==> config.mk <==
export PLATFORM = sky130hd
export DESIGN_NAME = bitstream_gen_array
export DESIGN_NICKNAME = d
export VERILOG_FILES = /design/src/rtl/bitstream_gen_pkg.sv /design/src/rtl/bitstream_rng.sv /design/src/rtl/bitstream_gen_array.sv
export SDC_FILE = /design/constraint.sdc
export NUM_CORES = 1
export LEC_CHECK = 0
export ABC_AREA = 1
export CAP_MARGIN = 20
export CORE_MARGIN = 10
export CORE_UTILIZATION = 45
export DETAILED_ROUTE_END_ITERATION = 10
export MAX_ROUTING_LAYER = met4
export PLACE_DENSITY = 0.7
export SLEW_MARGIN = 20
export SYNTH_ARGS = -nofsm -noshare
export SYNTH_HDL_FRONTEND = slang
export SYNTH_SLANG_ARGS = --single-unit
==> constraint.sdc <==
create_clock -name clk -period 1.6 [get_ports clk]
set_input_delay 0.16 -clock clk [delete_from_list [all_inputs] [get_ports clk]]
set_output_delay 0.16 -clock clk [all_outputs]
set_load 0.01 [all_outputs]
==> src/rtl/bitstream_gen_pkg.sv <==
// Shared types and helpers for the bitstream generator array.
package bitstream_gen_pkg;

    typedef enum logic {
        IDLE = 1'b0,
        RUN  = 1'b1
    } state_e;

    localparam int MAX_W = 32;

    // Reverses the low w bits of v; bits at and above w come back as zero.
    function automatic logic [MAX_W-1:0] bit_reverse(input logic [MAX_W-1:0] v, input int w);
        logic [MAX_W-1:0] r;
        r = '0;
        for (int i = 0; i < MAX_W; i++) begin
            if (i < w) r[i] = v[w-1-i];
        end
        return r;
    endfunction

endpackage

==> src/rtl/bitstream_rng.sv <==
// Frame cycle counter and its bit-reversed value, used as the shared comparison threshold.
module bitstream_rng
    import bitstream_gen_pkg::*;
#(
    parameter int IWID = 8
) (
    input  logic            clk,
    input  logic            rst_n,
    input  logic            en_i,
    output logic [IWID-1:0] cnt_o,
    output logic [IWID-1:0] rng_o,
    output logic            wrap_o
);

    logic [IWID-1:0] cnt_q;
    logic [IWID-1:0] cnt_d;

    // Any cycle without advance parks the counter at zero, ready for the next frame.
    always_comb begin
        cnt_d = '0;
        if (en_i) cnt_d = cnt_q + IWID'(1);
    end

    always_ff @(posedge clk or negedge rst_n) begin
        if (!rst_n) cnt_q <= '0;
        else        cnt_q <= cnt_d;
    end

    assign cnt_o  = cnt_q;
    assign rng_o  = IWID'(bit_reverse(MAX_W'(cnt_q), IWID));
    assign wrap_o = (cnt_q == {IWID{1'b1}});

endmodule

==> src/rtl/bitstream_gen_array.sv <==
// Parallel unipolar bitstream generator: each lane emits data[i] ones per 2^IWID-cycle frame.
// Define DECORR_EN to rotate the threshold per lane so lanes are decorrelated.
module bitstream_gen_array
    import bitstream_gen_pkg::*;
#(
    parameter int IDIM = 4,
    parameter int IWID = 8
) (
    input  logic            clk,
    input  logic            rst_n,
    input  logic            iValid,
    output logic            oReady,
    input  logic [IWID-1:0] iData [IDIM],
    input  logic            iFlush,
    output logic            oBit [IDIM],
    output logic            oBitValid,
    output logic            oAccSel,
    output logic            oClear,
    output logic            oFrameDone,
    output state_e          oDbgState
);

    // Handshake: a frame transfers on a rising edge where iValid && oReady.
    // oReady depends combinationally on iFlush so a flush always wins over acceptance.

    state_e          state_q, state_d;
    logic [IWID-1:0] data_q [IDIM];
    logic [IWID-1:0] data_d [IDIM];
    logic            acc_sel_q, acc_sel_d;
    logic [IWID-1:0] cnt;
    logic [IWID-1:0] rng;
    logic            wrap;
    logic            accept;
    logic            advance;

    assign accept  = iValid && oReady;
    assign advance = (state_q == RUN) && !iFlush;

    bitstream_rng #(.IWID(IWID)) u_rng (
        .clk    (clk),
        .rst_n  (rst_n),
        .en_i   (advance),
        .cnt_o  (cnt),
        .rng_o  (rng),
        .wrap_o (wrap)
    );

    always_ff @(posedge clk or negedge rst_n) begin
        if (!rst_n) state_q <= IDLE;
        else        state_q <= state_d;
    end

    always_comb begin
        state_d = state_q;
        case (state_q)
            IDLE: if (accept) state_d = RUN;
            RUN: begin
                if (iFlush)    state_d = IDLE;
                else if (wrap) state_d = accept ? RUN : IDLE;
            end
            default: state_d = IDLE;
        endcase
    end

    always_comb begin
        oReady     = 1'b0;
        oBitValid  = 1'b0;
        oClear     = 1'b0;
        oFrameDone = 1'b0;
        case (state_q)
            IDLE: oReady = 1'b1;
            RUN: begin
                oBitValid  = 1'b1;
                oReady     = wrap && !iFlush;
                oClear     = (cnt == '0);
                oFrameDone = wrap && !iFlush;
            end
            default: ;
        endcase
    end

    always_comb begin
        data_d    = data_q;
        acc_sel_d = acc_sel_q ^ oFrameDone;
        if (accept) data_d = iData;
    end

    always_ff @(posedge clk or negedge rst_n) begin
        if (!rst_n) begin
            data_q    <= '{default: '0};
            acc_sel_q <= 1'b0;
        end else begin
            data_q    <= data_d;
            acc_sel_q <= acc_sel_d;
        end
    end

    assign oAccSel   = acc_sel_q;
    assign oDbgState = state_q;

    for (genvar i = 0; i < IDIM; i++) begin : g_lane
        logic [IWID-1:0] lane_rng;
`ifdef DECORR_EN
        // Rotation is a bijection on the counter's full period, so per-frame counts are unchanged.
        localparam int ROT = i % IWID;
        if (ROT == 0) begin : g_norot
            assign lane_rng = rng;
        end else begin : g_rot
            assign lane_rng = (rng << ROT) | (rng >> (IWID - ROT));
        end
`else
        assign lane_rng = rng;
`endif
        assign oBit[i] = (data_q[i] > lane_rng);
    end

endmodule

==> summary.md <==
| Metric | Value |
|---|---|
| Crit-path max FO | `5` |
| Post-route minimum period | `1.83 ns` |
| Initial Utilization | `0.466` |
| Syn_nets | `387` |
| DRC viols | `0` |
| DIE WIDTH | `95.5 µm` |
| Ys Warns | `0` |
| WHS | `0.361 ns` |
| I/O pin cnt | `46` |
| Rel. slew slack | `0.677` |
| Final hold violations | `0` |
| Layout cells sized above 1 | `0.254` |
| Sequential fraction of the synthesis area | `0.410` |
| Clk_lat worst skew | `0.30 ns` |
| Synth async-reset ratio | `1.00` |
| CP max-delay cell | `dfrtp_1` |
| Netlist cell types | `20` |
| Core Util, Final | `0.686` |
| Final Cycle Share | `1.14` |
| Post-Syn Area | `2560 µm²` |
| Top FF cell, synth | `dfrtp_1` |
| Core area | `5510 µm²` |
| Clock root buffer | `clkbuf_8` |
| Min-delay worst type | `in -> async` |
| Final antenna-violating net count | `0` |
| Area Overhead vs Synth | `47.4%` |
| Worst setup slack after layout | `-0.230 ns` |
| Post-synth EDFFs | `0` |
| 1st-iter DRT viols | `126` |
| Synth top area share | `0.410` |
| Fin. max-slew vios | `0` |
| Setup TNS | `-6.51 ns` |
| Final setup violation count | `39` |
| Startpoint types | `register` |
| Clk pin slew, worst setup/hold paths | `0.08 ns` |
| Vias per inst | `5.25` |
| Total Power | `3.52 mW` |
| DP Wirelength | `4890 µm` |
| Highest Clock Rate | `547 MHz` |
| Leak | `1.86 nW` |
| Placement row count | `27` |
| CP Class | `reg -> out` |
| Worst setup EP type | `primary output` |
| Global-route wire length before repair | `11,300 µm` |
| Vias in the first global route | `2,385` |
| Worst-margin pin slew | `0.484 ns` |
| Total Die Area | `9120 µm²` |
| Drt pass-1 iters | `4` |
| Power per Cell Area | `930 nW/µm²` |
| Failing checks | `negative setup slack` |
| CTS Buf Count | `5` |
| Inserted Diodes | `0` |
| Count leader, synth | `nand2_1` |
| DR WL/cell | `16.4 µm` |
| CTS sink cnt | `42` |
| Clock skew | `0.00797 ns` |
| Antenna violations before repair | `0` |
| Max-Cap Viols | `0` |
| Cells after Synth | `317` |
| Flop and latch count out of synthesis | `42` |
| GRT Util Overall | `0.165` |
| IO buf count | `45` |
| CTS H-tree lvls | `2` |
| Nets | `463` |
| Max Buffers Root-to-Sink | `2` |
| Top post-synthesis cells by area | `dfrtp_1 (41%), ha_1 (17%), nand2_1 (15%)` |
| Detailed Route WL | `7630 µm` |
| Grt ovf | `0` |
| Largest stage delay, worst path | `0.41 ns` |
| CP cell instances | `inv_4 -> ha_4 -> nand2_4 -> nor2_4 -> nand3_2 -> nor2_2 -> a21oi_2 -> buf_2` |
| Pre-CTS setup slack | `-0.328 ns` |
| Mapped Avg Cell Area | `8.09 µm²` |
| Outcome | `finished, violations left` |
| Post-synth top area cell | `dfrtp_1` |
| CTS tree | `built` |
| GP Congestion | `0.893` |
| Most common library cells after synthesis | `nand2_1 (104), dfrtp_1 (42), nand3_1 (37)` |
| Via count | `2,443` |
| Worst Path Required | `1.44 ns` |
| Maximum VDD drop | `0.532 mV` |
| Die Span Y | `95.5 µm` |
| Worst Path Arrival | `1.67 ns` |
| RSZ-0062 raised after global routing | `true` |
| Pin count of the biggest net entering global routing | `27` |
-- registers in the layout, indices dropped and copies added, names as in the netlist --
register and count:
data_q 32, u_rng.cnt_o 8, oAccSel 1, oDbgState 1
-- power breakdown --
| part | leakage [nW] | switching (mW) | internal [mW] |
|---|---|---|---|
| logic | 1.27 | 0.636 | 0.645 |
| clock network | 0.0573 | 0.374 | 0.500 |
| registers | 0.529 | 0.144 | 1.22 |
-- cell usage in the layout, fill, tap and decap left out --
cell / instances
xor2_1: 1
ha_4: 15
bufinv_16: 1
a21o_1: 4
a21oi_1: 15
o21ai_0: 3
nor2_4: 5
nand2_4: 5
inv_1: 22
inv_4: 4
nor2_1: 13
buf_12: 2
bufbuf_16: 1
a21oi_2: 3
nand4_1: 2
nand2_1: 95
clkbuf_8: 6
clkbuf_16: 2
nand2_8: 1
buf_6: 6
inv_2: 3
clkdlybuf4s50_1: 37
dfrtp_1: 40
buf_4: 25
nand2_2: 6
nand3_2: 2
dfrtp_2: 2
dlygate4sd3_1: 1
a22o_1: 1
nor2_2: 5
nor3_1: 4
ha_1: 19
buf_2: 6
nand3_1: 36
-- logic make-up (layout without fill, tap and decap cells) --
| kind of cell | Yosys count | in the layout | share of synthesized area |
|---|---|---|---|
| compound gates | 26 | 26 | 0.0561 |
| flops | 42 | 42 | 0.410 |
| fa+ha+maj | 34 | 34 | 0.166 |
| buf+inv | 40 | 116 | 0.0732 |
| xor+xnor | 1 | 1 | 0.00342 |
| simple gates | 174 | 174 | 0.292 |
-- path summary, 6_finish.rpt --
kind	start	endpoint	slack (ns)	cells past startpoint
max	u_rng.cnt_o[0]	oBit[0]	-0.23	8
min	rst_n	data_q[11]	0.36	2
max reg2reg	u_rng.cnt_o[0]	data_q[7]	-0.22	12
min reg2reg	data_q[16]	data_q[16]	0.48	2
max in group asynchronous	rst_n	u_rng.cnt_o[7]	0.66	3
min in group clk	iData[17]	data_q[17]	0.41	3
-- area by class of cell --
cell class,instances,area (µm²)
multi-input cells,235,1620
clock buffers,6,82.6
clock inverters,1,30.0
inverters,29,119
repair buffers,80,788
fillers,436,1730
flip-flops and latches,42,1050
well taps,72,90.1
-- timing repair --
item | CTS | global route
hold buffers | 1 | 0
setup endpoints to repair | 39 | 40
gates cloned | 1 | 3
endpoints found under the hold margin | 19 | 0
pin swaps | 8 | 19
setup buffers | 6 | 4
gates resized for setup | 53 | 41
-- per-layer routing --
metal  part of all wire  GRT usage  wire [µm]  up-vias
li1                   -          -          -     1185
met1               0.40      0.184       3090     1157
met2               0.52      0.294       4010       83
met3              0.047     0.0330        356       18
met4              0.024     0.0405        185        0
met5                  0          -          0        -
-- through the flow --
| stage | cell area (µm²) | std cells |
|---|---|---|
| 5_1_grt | 3780 | 465 |
| 3_5_place_dp | 3180 | 443 |
| 2_1_floorplan | 2560 | 317 |
| 6_report | 3780 | 465 |
| 4_1_cts | 3430 | 458 |
| 3_3_place_gp | 3180 | 443 |
-- worst max-delay path, delay by kind of cell (launching register included) --
kind / cells / cell delay, ns
compound gates: 1 / 0.04
buf+inv: 2 / 0.24
simple gates: 4 / 0.42
flops: 1 / 0.41
fa+ha+maj: 1 / 0.29
Note: power is estimated with default switching activity, not from simulation.
